==> config.mk <==
export PLATFORM = sky130hd
export DESIGN_NAME = hcall_stream_arb
export DESIGN_NICKNAME = d
export VERILOG_FILES = /design/src/rtl/hcall_stream_arb_pkg.sv /design/src/rtl/hcall_skid_fifo.sv /design/src/rtl/hcall_stream_arb.sv
export SDC_FILE = /design/constraint.sdc
export NUM_CORES = 1
export LEC_CHECK = 0
export BUFFER_PORTS_ARGS = -buffer_cell sky130_fd_sc_hd__buf_2
export CAP_MARGIN = 20
export CORE_ASPECT_RATIO = 1.25
export CORE_UTILIZATION = 45
export CTS_CLUSTER_DIAMETER = 50
export CTS_CLUSTER_SIZE = 24
export DETAILED_ROUTE_END_ITERATION = 8
export HOLD_SLACK_MARGIN = 0.03
export PLACE_DENSITY = 0.76
export SETUP_SLACK_MARGIN = 0.5
export SYNTH_ARGS = -nofsm -noshare
export SYNTH_HDL_FRONTEND = slang
export SYNTH_SLANG_ARGS = --single-unit
==> constraint.sdc <==
create_clock -name CLK -period 1.5 [get_ports CLK]
set_input_delay 0.075 -clock CLK [delete_from_list [all_inputs] [get_ports CLK]]
set_output_delay 0.075 -clock CLK [all_outputs]
set_load 0.1 [all_outputs]
==> src/rtl/hcall_stream_arb_pkg.sv <==
// Shared definitions for the hypercall stream arbiter: stream/tryte widths,
// FSM state encodings and a small modular-add helper.
package hcall_stream_arb_pkg;

    localparam int TRYTE_W  = 18;
    localparam int STREAM_W = 32;

    typedef enum logic [0:0] {
        IDLE = 1'b0,
        BUSY = 1'b1
    } arb_state_e;

    // (a + b) mod n for a < n, b < n
    function automatic int wrap_add(input int a, input int b, input int n);
        int s;
        s = a + b;
        if (s >= n) s = s - n;
        return s;
    endfunction

endpackage

==> src/rtl/hcall_skid_fifo.sv <==
// Two-entry output FIFO carrying tdata, tlast and the originating source index.
// The head is exposed combinationally and forced to zero while empty.
module hcall_skid_fifo #(
    parameter int P_DATA_W = 32,
    parameter int P_SRC_W  = 1
) (
    input  logic                CLK,
    input  logic                RST,
    input  logic                push,
    input  logic [P_DATA_W-1:0] push_data,
    input  logic                push_last,
    input  logic [P_SRC_W-1:0]  push_src,
    output logic                full,
    input  logic                pop,
    output logic                out_valid,
    output logic [P_DATA_W-1:0] out_data,
    output logic                out_last,
    output logic [P_SRC_W-1:0]  out_src
);

    logic [P_DATA_W-1:0] mem_data_reg [2];
    logic                mem_last_reg [2];
    logic [P_SRC_W-1:0]  mem_src_reg  [2];
    logic                wr_ptr_reg;
    logic                rd_ptr_reg;
    logic [1:0]          count_reg;

    always_ff @(posedge CLK or negedge RST) begin
        if (!RST) begin
            for (int i = 0; i < 2; i++) begin
                mem_data_reg[i] <= '0;
                mem_last_reg[i] <= 1'b0;
                mem_src_reg[i]  <= '0;
            end
            wr_ptr_reg <= 1'b0;
            rd_ptr_reg <= 1'b0;
            count_reg  <= 2'd0;
        end else begin
            if (push) begin
                mem_data_reg[wr_ptr_reg] <= push_data;
                mem_last_reg[wr_ptr_reg] <= push_last;
                mem_src_reg[wr_ptr_reg]  <= push_src;
                wr_ptr_reg               <= ~wr_ptr_reg;
            end
            if (pop) rd_ptr_reg <= ~rd_ptr_reg;
            case ({push, pop})
                2'b10:   count_reg <= count_reg + 2'd1;
                2'b01:   count_reg <= count_reg - 2'd1;
                default: count_reg <= count_reg;
            endcase
        end
    end

    assign full      = (count_reg == 2'd2);
    assign out_valid = (count_reg != 2'd0);
    assign out_data  = out_valid ? mem_data_reg[rd_ptr_reg] : '0;
    assign out_last  = out_valid ? mem_last_reg[rd_ptr_reg] : 1'b0;
    assign out_src   = out_valid ? mem_src_reg[rd_ptr_reg]  : '0;

endmodule

==> src/rtl/hcall_stream_arb.sv <==
// Packet-locked round-robin merge of P_NUM_SRC AXI streams into one host stream.
// Optional per-source packet counters: define HCALL_STREAM_ARB_STATS_EN.
module hcall_stream_arb
    import hcall_stream_arb_pkg::*;
#(
    parameter int P_NUM_SRC = 2,
    parameter int P_DATA_W  = STREAM_W
) (
    input  logic                          CLK,
    input  logic                          RST,
    input  logic [P_NUM_SRC*P_DATA_W-1:0] s_axis_tdata,
    input  logic [P_NUM_SRC-1:0]          s_axis_tvalid,
    input  logic [P_NUM_SRC-1:0]          s_axis_tlast,
    output logic [P_NUM_SRC-1:0]          s_axis_tready,
    output logic [P_DATA_W-1:0]           m_axis_tdata,
    output logic                          m_axis_tlast,
    output logic                          m_axis_tvalid,
    input  logic                          m_axis_tready,
    output logic [P_NUM_SRC-1:0]          o_grant,
    output logic                          o_busy,
    output logic [P_NUM_SRC*16-1:0]       o_pkt_cnt
);

    localparam int SRC_W = (P_NUM_SRC > 1) ? $clog2(P_NUM_SRC) : 1;

    arb_state_e           state_reg, state_next;
    logic [SRC_W-1:0]     grant_reg, grant_next;
    logic [SRC_W-1:0]     rr_ptr_reg, rr_ptr_next;
    logic [SRC_W-1:0]     sel_idx;
    logic [2*P_NUM_SRC-1:0] valid_dbl;
    logic [P_NUM_SRC-1:0] valid_rot;
    logic                 gr_valid;
    logic                 gr_last;
    logic [P_DATA_W-1:0]  gr_data;
    logic                 s_hs;
    logic                 m_hs;
    logic                 fifo_full;
    logic [SRC_W-1:0]     fifo_src;

    // Rotate valids so bit k is source (rr_ptr + k); lowest set bit wins.
    assign valid_dbl = {s_axis_tvalid, s_axis_tvalid};
    assign valid_rot = P_NUM_SRC'(valid_dbl >> rr_ptr_reg);

    always_comb begin
        sel_idx = rr_ptr_reg;
        for (int k = P_NUM_SRC - 1; k >= 0; k--) begin
            if (valid_rot[k]) sel_idx = SRC_W'(wrap_add(int'(rr_ptr_reg), k, P_NUM_SRC));
        end
    end

    always_comb begin
        gr_valid = 1'b0;
        gr_last  = 1'b0;
        gr_data  = '0;
        for (int i = 0; i < P_NUM_SRC; i++) begin
            if (grant_reg == SRC_W'(i)) begin
                gr_valid = s_axis_tvalid[i];
                gr_last  = s_axis_tlast[i];
                gr_data  = s_axis_tdata[i*P_DATA_W +: P_DATA_W];
            end
        end
    end

    assign s_hs   = (state_reg == BUSY) && gr_valid && !fifo_full;
    assign m_hs   = m_axis_tvalid && m_axis_tready;
    assign o_busy = (state_reg == BUSY);

    always_ff @(posedge CLK or negedge RST) begin
        if (!RST) begin
            state_reg  <= IDLE;
            grant_reg  <= '0;
            rr_ptr_reg <= '0;
        end else begin
            state_reg  <= state_next;
            grant_reg  <= grant_next;
            rr_ptr_reg <= rr_ptr_next;
        end
    end

    always_comb begin
        state_next  = state_reg;
        grant_next  = grant_reg;
        rr_ptr_next = rr_ptr_reg;
        case (state_reg)
            IDLE: begin
                if (|s_axis_tvalid) begin
                    state_next = BUSY;
                    grant_next = sel_idx;
                end
            end
            BUSY: begin
                if (s_hs && gr_last) begin
                    state_next  = IDLE;
                    rr_ptr_next = SRC_W'(wrap_add(int'(grant_reg), 1, P_NUM_SRC));
                end
            end
            default: state_next = IDLE;
        endcase
    end

    for (genvar gi = 0; gi < P_NUM_SRC; gi++) begin : g_src
        assign o_grant[gi]       = (state_reg == BUSY) && (grant_reg == SRC_W'(gi));
        assign s_axis_tready[gi] = o_grant[gi] && !fifo_full;
    end

    hcall_skid_fifo #(
        .P_DATA_W (P_DATA_W),
        .P_SRC_W  (SRC_W)
    ) u_fifo (
        .CLK       (CLK),
        .RST       (RST),
        .push      (s_hs),
        .push_data (gr_data),
        .push_last (gr_last),
        .push_src  (grant_reg),
        .full      (fifo_full),
        .pop       (m_hs),
        .out_valid (m_axis_tvalid),
        .out_data  (m_axis_tdata),
        .out_last  (m_axis_tlast),
        .out_src   (fifo_src)
    );

`ifdef HCALL_STREAM_ARB_STATS_EN
    // Count packets as they leave toward the host, tagged by originating source.
    for (genvar gi = 0; gi < P_NUM_SRC; gi++) begin : g_cnt
        logic [15:0] cnt_reg;
        always_ff @(posedge CLK or negedge RST) begin
            if (!RST) begin
                cnt_reg <= '0;
            end else if (m_hs && m_axis_tlast && (fifo_src == SRC_W'(gi)) && (cnt_reg != 16'hFFFF)) begin
                cnt_reg <= cnt_reg + 16'd1;
            end
        end
        assign o_pkt_cnt[gi*16 +: 16] = cnt_reg;
    end
`else
    logic unused_src;
    assign unused_src = ^fifo_src;
    assign o_pkt_cnt  = '0;
`endif

endmodule

Yosys cells after proc, flatten, opt, wreduce, memory -nomap -nowiden
Index checks and enable logic that the tools add are counted.
{"block": "classes", "order_cmp": 6, "n_addsub": 7, "bitwise": 6, "reduce_logical": 15, "shifts": 1, "mux": 26, "eq_ne": 3}
{"cell": "two-way mux 32 bit", "count": 6}
{"cell": "bitwise mux 64 bit", "count": 1}
{"cell": "demux 32 bit (select 1 bit)", "count": 1}
{"cell": "two-way mux 1 bit", "count": 14}
{"cell": "logical AND 1 bit", "count": 9}
{"cell": "greater-or-equal comparator 2 bit, second input constant", "count": 4}
{"cell": "adder 1 x 1 -> 2 bit, second input constant", "count": 2}
{"cell": "== test 2 bit, second input constant", "count": 2}
{"cell": "inverter 1 bit", "count": 4}
{"cell": "inverter 1 -> 2 bit", "count": 2}
{"cell": "one-hot mux 2 bit (2 select lines)", "count": 1}
{"cell": "AND reduction 2 bit", "count": 2}
{"cell": "nonzero test 2 bit", "count": 2}
{"cell": ">> shifter 4 x 1 -> 2 bit", "count": 1}
{"cell": "subtractor 1 bit, second input constant", "count": 3}
{"cell": "adder 2 x 1 -> 2 bit, second input constant", "count": 1}
{"cell": "bitwise mux 2 bit", "count": 1}
{"cell": "== test 2 x 1 -> 1 bit, second input constant", "count": 1}
{"cell": "greater-or-equal comparator 1 x 2 -> 1 bit, second input constant", "count": 1}
{"cell": "< comparator 2 x 1 -> 1 bit, second input constant", "count": 1}
{"cell": "one-hot mux 1 bit (2 select lines)", "count": 1}
{"cell": "OR reduction 2 bit", "count": 1}
{"cell": "subtractor 2 x 1 -> 2 bit, second input constant", "count": 1}
{"cell": "demux 1 bit (select 1 bit)", "count": 1}
{"cell": "zero test 1 bit", "count": 1}
{"block": "word_totals", "word_cells": 74, "ff_bits": 73, "inputBits": 71, "out_inout_bits": 71}

Longest topological paths before layout
Gate-level depths: netlist of run 1.
{"block": "depth", "ltp_word": 6, "mapped_depth": 7, "depth_no_buf": 7}

Hierarchy
From an unflattened synthesis of run 1, not the netlist that was laid out.
{"block": "hier_totals", "hier_cells": 324, "hier_area_um2": 4057.6}
{"module": "hcall_skid_fifo", "cells_per_inst": 234, "area_each_um2": 3240.6, "seq_area_each_um2": 1801.7, "instances": 1}
{"module": "hcall_stream_arb", "cells_per_inst": 90, "area_each_um2": 817.0, "seq_area_each_um2": 75.1, "instances": 1}

Worst setup path after synthesis of run 1
No wires, ideal clock.
{"block": "synth_timing", "path_type": "reg2out", "start": "register state_reg (netlist: o_busy)", "end": "output port o_grant[0]", "path_slack_ns": -1.158, "n_path_buf": 1, "arrival_ns": 2.583, "stages_incl_launch_ff": 4, "required_ns": 1.425, "cell_sequence": "dfrtp_1 clkbuf_1 inv_1 nor2_1"}
{"block": "synth_via", "elab_chain_len": 1}
{"item": "start, declared", "line": "hcall_stream_arb.sv:26", "text": "arb_state_e state_reg, state_next;"}
{"item": "start signal, assigned", "line": "hcall_stream_arb.sv:74", "text": "state_reg <= state_next;"}
{"item": "logical AND 1 bit", "line": "hcall_stream_arb.sv:102", "text": "assign o_grant[gi] = (state_reg == BUSY) && (grant_reg == SRC_W'(gi));"}
{"item": "end, declared", "line": "hcall_stream_arb.sv:19", "text": "output logic [P_NUM_SRC-1:0] o_grant,"}
Every way passes these cells.

Final worst setup path of run 1
{"block": "layout_timing", "start": "register u_fifo.count_reg[0]", "end": "output port s_axis_tready[1]"}
{"block": "layout_via", "elab_chain_len": 3}
{"item": "start, declared", "line": "hcall_skid_fifo.sv:26", "text": "logic [1:0] count_reg;"}
{"item": "start signal, assigned", "line": "hcall_skid_fifo.sv:47", "text": "2'b10: count_reg <= count_reg + 2'd1;"}
{"item": "start signal, assigned", "line": "hcall_skid_fifo.sv:48", "text": "2'b01: count_reg <= count_reg - 2'd1;"}
{"item": "start signal, assigned", "line": "hcall_skid_fifo.sv:49", "text": "default: count_reg <= count_reg;"}
{"item": "== test 2 bit", "line": "hcall_skid_fifo.sv:54", "text": "assign full = (count_reg == 2'd2);"}
{"item": "zero test 1 bit", "line": "hcall_stream_arb.sv:103", "text": "assign s_axis_tready[gi] = o_grant[gi] && !fifo_full;"}
{"item": "logical AND 1 bit", "line": "hcall_stream_arb.sv:103"}
{"item": "end, declared", "line": "hcall_stream_arb.sv:14", "text": "output logic [P_NUM_SRC-1:0] s_axis_tready,"}
Every way passes these cells.

==> flow_metrics.env, run 1 <==
export IMPL_crit_type="flop to primary output"
export IMPL_setup_viol=103
export IMPL_multi_input_area_um2=2470
export IMPL_stdcell_count=590
export IMPL_syn_area_um2=4050
export IMPL_numPlacedInstances=550
export IMPL_initial_utilization_pct=46.6
export IMPL_tritoncts="yes"
export IMPL_cts_sinks=73
export IMPL_cts_max_level=3
export IMPL_setup_tns_ps=-13860
export IMPL_maxCapViolations=0
export IMPL_yosysUniqueCellTypes=27
export IMPL_syn_to_final_growth_pct=65.1
export IMPL_die_y_um=108
export IMPL_violations="negative setup slack"
export IMPL_seqCellArea_um2=1830
export IMPL_io_pins=142
export IMPL_met1Wirelength_um=4480
export IMPL_fin_crit_ps=1710
export IMPL_post_drt_wl_per_cell_um=18.2
export IMPL_path_clk_slew_ps=70
export IMPL_grt_first_pass_wirelength_um=16000
export IMPL_diodes=0
export IMPL_ant_nets=0
export IMPL_die_w_um=86.9
export IMPL_grt_overflow=0
export IMPL_routed_wl_met3_um=378
export IMPL_rows=38
export IMPL_grt_use_total_pct=23.0
export IMPL_ys_seq_area_share_pct=45.1
export IMPL_cts_buffer_depth=2
export IMPL_fmax_mhz=584
export IMPL_fillers=542
export IMPL_hpwlAfterDp_um=6270
export IMPL_rsz0062_at_grt="true"
export IMPL_place_ws_ps=-143
export IMPL_numPortBuffers=109
export IMPL_grt_pass1_vias=2962
export IMPL_wl_um=10800
export IMPL_die_area_um2=9390
export IMPL_layout_commonest_cell="dfrtp_1"
export IMPL_cp_required_ps=1420
export IMPL_status="finished, violations left"
export IMPL_viasPerCell=4.90
export IMPL_cts_root_buf="clkbuf_8"
export IMPL_cts_buffers=9
export IMPL_grt_max_degree=40
export IMPL_synth_seq_cells=73
export IMPL_clk_latency_ps=360
export IMPL_syn_avg_cell_area_um2=12.7
export IMPL_gp_congestion=0.730
export IMPL_core_um2=8700
export IMPL_wl_met2_um=5630
export IMPL_slew_headroom_pct=65.4
export IMPL_drt_initial_drc_count=138
export IMPL_hold_violations=0
export IMPL_via_count=2893
export IMPL_end_kind="primary output"
export IMPL_arrival_ps=1640
export IMPL_firstDrtPassIters=5
export IMPL_worst_pin_slew_ps=519
export IMPL_fin_crit_sh_pct=114
export IMPL_yosysWarnings=0
export IMPL_final_core_util_pct=76.9
export IMPL_fin_ws_ps=-214
export IMPL_syn_inst=318
export IMPL_maxSlewViolCount=0
export IMPL_dr_max_layer_used="met4"
export IMPL_antenna_found_initial=0
export IMPL_largest_reg_flops=64
export IMPL_skew_ps=6.06
export IMPL_drive_above_1_share_pct=68.5
export IMPL_critPathMaxFanout=4
export IMPL_cp_start_kind="flop"
export IMPL_drc=0
export IMPL_min_path_type="primary input to flop"
export IMPL_final_cell_mix="dfrtp_1 (70), buf_2 (69), mux2_4 (68)"
export IMPL_layout_nets=537
==> Yosys cell counts, drive strengths merged <==
master / count / area share [%]
nand2b: 1 / 0.15
clkbuf: 5 / 0.46
ha: 1 / 0.31
xnor2: 3 / 0.65
dfrtp: 73 / 45
a21oi: 1 / 0.12
nand4: 2 / 0.46
xor2: 2 / 0.43
nor2: 37 / 3.4
inv: 3 / 0.28
mux2i: 34 / 8.4
o31a: 1 / 0.22
and2: 2 / 0.31
and3: 1 / 0.15
conb: 1 / 0.093
a31oi: 1 / 0.15
buf: 46 / 8.1
nand2: 2 / 0.19
and4b: 1 / 0.25
mux2: 100 / 31
nand3: 1 / 0.12
==> repair_timing <==
action | 4_1_cts | 5_1_grt
setup buffers | 9 | 1
endpoints found under the hold margin | 40 | 0
pin swaps | 30 | 3
resized for setup | 49 | 4
hold buffers | 3 | 0
cloned | 6 | 5
setup endpoints to repair | 112 | 112
==> critical path, stage by stage (launching register included) <==
cell	delay, ps
dfrtp_1	400
buf_4	150
nand2b_2	230
buf_6	160
and3_4	180
buf_12	160
==> per-stage QoR <==
stage	hold slack, ps	instance area [um^2]
after floorplan	-221	4710
after global placement	68.9	5810
after detailed placement	82.3	5810
after CTS	56.1	6530
after global routing	45.6	6690
final	50.6	6690
==> cells by family after synthesis <==
kind of cell | count (synthesis) | synth area share, %
xor gates and xnor gates | 5 | 1.08
muxes | 134 | 39.1
AOI/OAI and AO/OA | 3 | 0.494
and+or+nand+nor | 47 | 5.06
DFF | 73 | 45.1
other | 1 | 0.0926
adders and majority gates | 1 | 0.309
buffers and inverters | 54 | 8.80
==> per-layer routing <==
layer,up-vias,GRT usage [%]
met5,-,0
li1,1326,-
met4,0,10.6
met2,104,39.0
met3,27,3.66
met1,1436,28.6
==> path summary, 6_finish.rpt <==
| kind | slack, ps | from | cells past startpoint | end |
|---|---|---|---|---|
| worst max register to register | -190 | u_fifo.count_reg[0]$_DFFE_PN0P_ | 5 | u_fifo.mem_data_reg[33]$_DFFE_PN0P_ |
| worst min register to register | 520 | u_fifo.mem_data_reg[2]$_DFFE_PN0P_ | 1 | u_fifo.mem_data_reg[2]$_DFFE_PN0P_ |
| worst max-delay path | -210 | u_fifo.count_reg[0]$_DFFE_PN0P_ | 5 | s_axis_tready[1] |
| min in group asynchronous | 230 | RST | 2 | o_busy$_DFF_PN0_ |
| max in group asynchronous | 700 | RST | 3 | u_fifo.mem_data_reg[41]$_DFFE_PN0P_ |
| worst min-delay path | 50 | s_axis_tvalid[1] | 3 | grant_reg$_DFFE_PN0P_ |
==> final cells by class <==
cell class              count  area share (%)
repair buffers            156            29.4
well taps                 120            2.24
multi-input cells         222            36.9
inverters                   3           0.337
flip-flops and latches     73            27.4
clock inverters             5            1.53
clock buffers              11            2.11
Power of run 1 is not shown: default switching activity piles up to over one toggle a cycle in this logic, so the estimate is an artifact.
==> run 2: changes to the inputs <==
SKIP_LAST_GASP = 1   (was unset)
==> run 2 against run 1 <==
  * The run still ends with negative setup slack left
  * Global-route usage down 0.41 points
  * Worst hold slack improved by 5.8 ps
  * Maximum frequency increased by 2.3%
  * Wire length is 0.47% lower
  * Via count grew 0.31%
  * Die area did not move
==> flow_metrics.env, run 2 (same netlist as run 1, synthesis figures left out) <==
export IMPL_crit_slowest_cell="dfrtp_2"
export IMPL_grt_use_total_pct=22.6
export IMPL_initial_utilization_pct=46.6
export IMPL_routed_wl_met3_um=366
export IMPL_grt_pass1_vias=3006
export IMPL_firstDrtPassIters=4
export IMPL_die_area_um2=9390
export IMPL_wl_met2_um=5710
export IMPL_setup_tns_ps=-12330
export IMPL_largest_reg_flops=64
export IMPL_cp_start_kind="flop"
export IMPL_ant_nets=0
export IMPL_die_y_um=108
export IMPL_crit_type="flop to flop"
export IMPL_fmax_mhz=597
export IMPL_fin_crit_ps=1680
export IMPL_slew_headroom_pct=65.0
export IMPL_maxSlewViolCount=0
export IMPL_skew_ps=4.63
export IMPL_viasPerCell=4.90
export IMPL_cp_endpoint="u_fifo.mem_data_reg[60]$_DFFE_PN0P_"
export IMPL_syn_to_final_growth_pct=66.8
export IMPL_cts_buffer_depth=2
export IMPL_hold_violations=0
export IMPL_cts_sinks=73
export IMPL_grt_first_pass_wirelength_um=15800
export IMPL_cp_required_ps=1730
export IMPL_crit_chain="mux2_4 -> and4b_4 -> clkbuf_16 -> mux2_4"
export IMPL_layout_nets=539
export IMPL_ff2ff_path_depth=4
export IMPL_die_w_um=86.9
export IMPL_violations="negative setup slack"
export IMPL_dr_max_layer_used="met4"
export IMPL_final_cell_mix="dfrtp_1 (70), buf_2 (69), mux2_4 (68)"
export IMPL_tritoncts="yes"
export IMPL_fin_ws_ps=-176
export IMPL_path_clk_slew_ps=80
export IMPL_reg2reg_slack_ps=-180
export IMPL_status="finished, violations left"
export IMPL_via_count=2902
export IMPL_arrival_ps=1910
export IMPL_clk_latency_ps=350
export IMPL_layout_commonest_cell="dfrtp_1"
export IMPL_post_drt_wl_per_cell_um=18.1
export IMPL_met1Wirelength_um=4480
export IMPL_worst_pin_slew_ps=525
export IMPL_rows=38
export IMPL_hpwlAfterDp_um=6270
export IMPL_setup_viol=104
export IMPL_diodes=0
export IMPL_cp_startpoint="grant_reg$_DFFE_PN0P_"
export IMPL_rsz0062_at_grt="true"
export IMPL_end_kind="flop"
export IMPL_cts_max_level=3
export IMPL_wl_um=10700
export IMPL_fin_crit_sh_pct=112
export IMPL_antenna_found_initial=0
export IMPL_maxCapViolations=0
export IMPL_cts_buffers=9
export IMPL_io_pins=142
export IMPL_gp_congestion=0.730
export IMPL_grt_overflow=0
export IMPL_critPathMaxFanout=8
export IMPL_cts_root_buf="clkbuf_8"
export IMPL_min_path_type="primary input to flop"
export IMPL_core_um2=8700
export IMPL_reg2reg_from="grant_reg$_DFFE_PN0P_"
export IMPL_numPortBuffers=109
export IMPL_max_stage_delay_ps=440
export IMPL_drc=0
export IMPL_drt_initial_drc_count=112
export IMPL_r2r_end="u_fifo.mem_data_reg[60]$_DFFE_PN0P_"
export IMPL_crit_path_frequent_cell="mux2_4"
export IMPL_grt_max_degree=40
export IMPL_drive_above_1_share_pct=70.8
==> run 2: cell types whose count changed in the layout (fill, tap and decap cells not counted) <==
cell	before	now
nand2b_2	1	0
mux2i_1	31	22
buf_4	7	10
mux2i_2	3	11
buf_6	8	7
mux2i_4	0	1
xor2_1	2	1
nand2b_4	0	1
xor2_2	0	1
==> run 2: how the worst min path moves through the flow <==
stage / from / endpoint / cells after the start
after CTS: s_axis_tvalid[1] / grant_reg$_DFFE_PN0P_ / 3
after detailed placement: RST / u_fifo.count_reg[0]$_DFFE_PN0P_ / 1
after floorplan: RST / grant_reg$_DFFE_PN0P_ / 0
after global routing: s_axis_tvalid[1] / grant_reg$_DFFE_PN0P_ / 3
after global placement: RST / o_busy$_DFF_PN0_ / 1
final: s_axis_tvalid[1] / grant_reg$_DFFE_PN0P_ / 3
==> run 2: final cells by class <==
cell class / instances / area [um^2]
clock buffer: 11 / 141
clock inverter: 5 / 103
fill: 508 / 1940
inverter: 3 / 22.5
multi-input combinational: 222 / 2530
sequential: 73 / 1830
tap: 120 / 150
timing repair buffer: 158 / 1980
==> run 2: timing repair <==
item                                   4_1_cts  5_1_grt
setup endpoints to repair                  112      112
resized for setup                           44       20
cloned                                       6        5
buffers inserted                             9        3
pin swaps                                   28        8
endpoints found under the hold margin       40        0
hold buffers                                 3        0
==> run 2: per-layer routing <==
metal | global-route usage (%) | vias up
met4 | 9.88 | 0
li1 | - | 1336
met3 | 3.05 | 13
met5 | 0 | -
met1 | 28.5 | 1453
met2 | 38.5 | 100
==> run 2: critical path, delay by kind of cell, from the launching register on <==
kind	cells	cell delay, ps
mux	2	550
flops	1	440
simple gates	1	360
buf+inv	1	210
==> run 2: through the flow <==
stage               cells  util [%]  hold slack [ps]  worst slack, ps  area, um^2
floorplan             349         -             -221             -502        4710
global placement      550      66.7             68.9             -109        5810
detailed placement    550      66.7             82.3             -143        5810
CTS                   584      74.8             56.1             -179        6510
global route          592      77.7             59.7             -246        6760
finish                592      77.7             56.4             -176        6760
Power of run 2 is left out for the same reason.
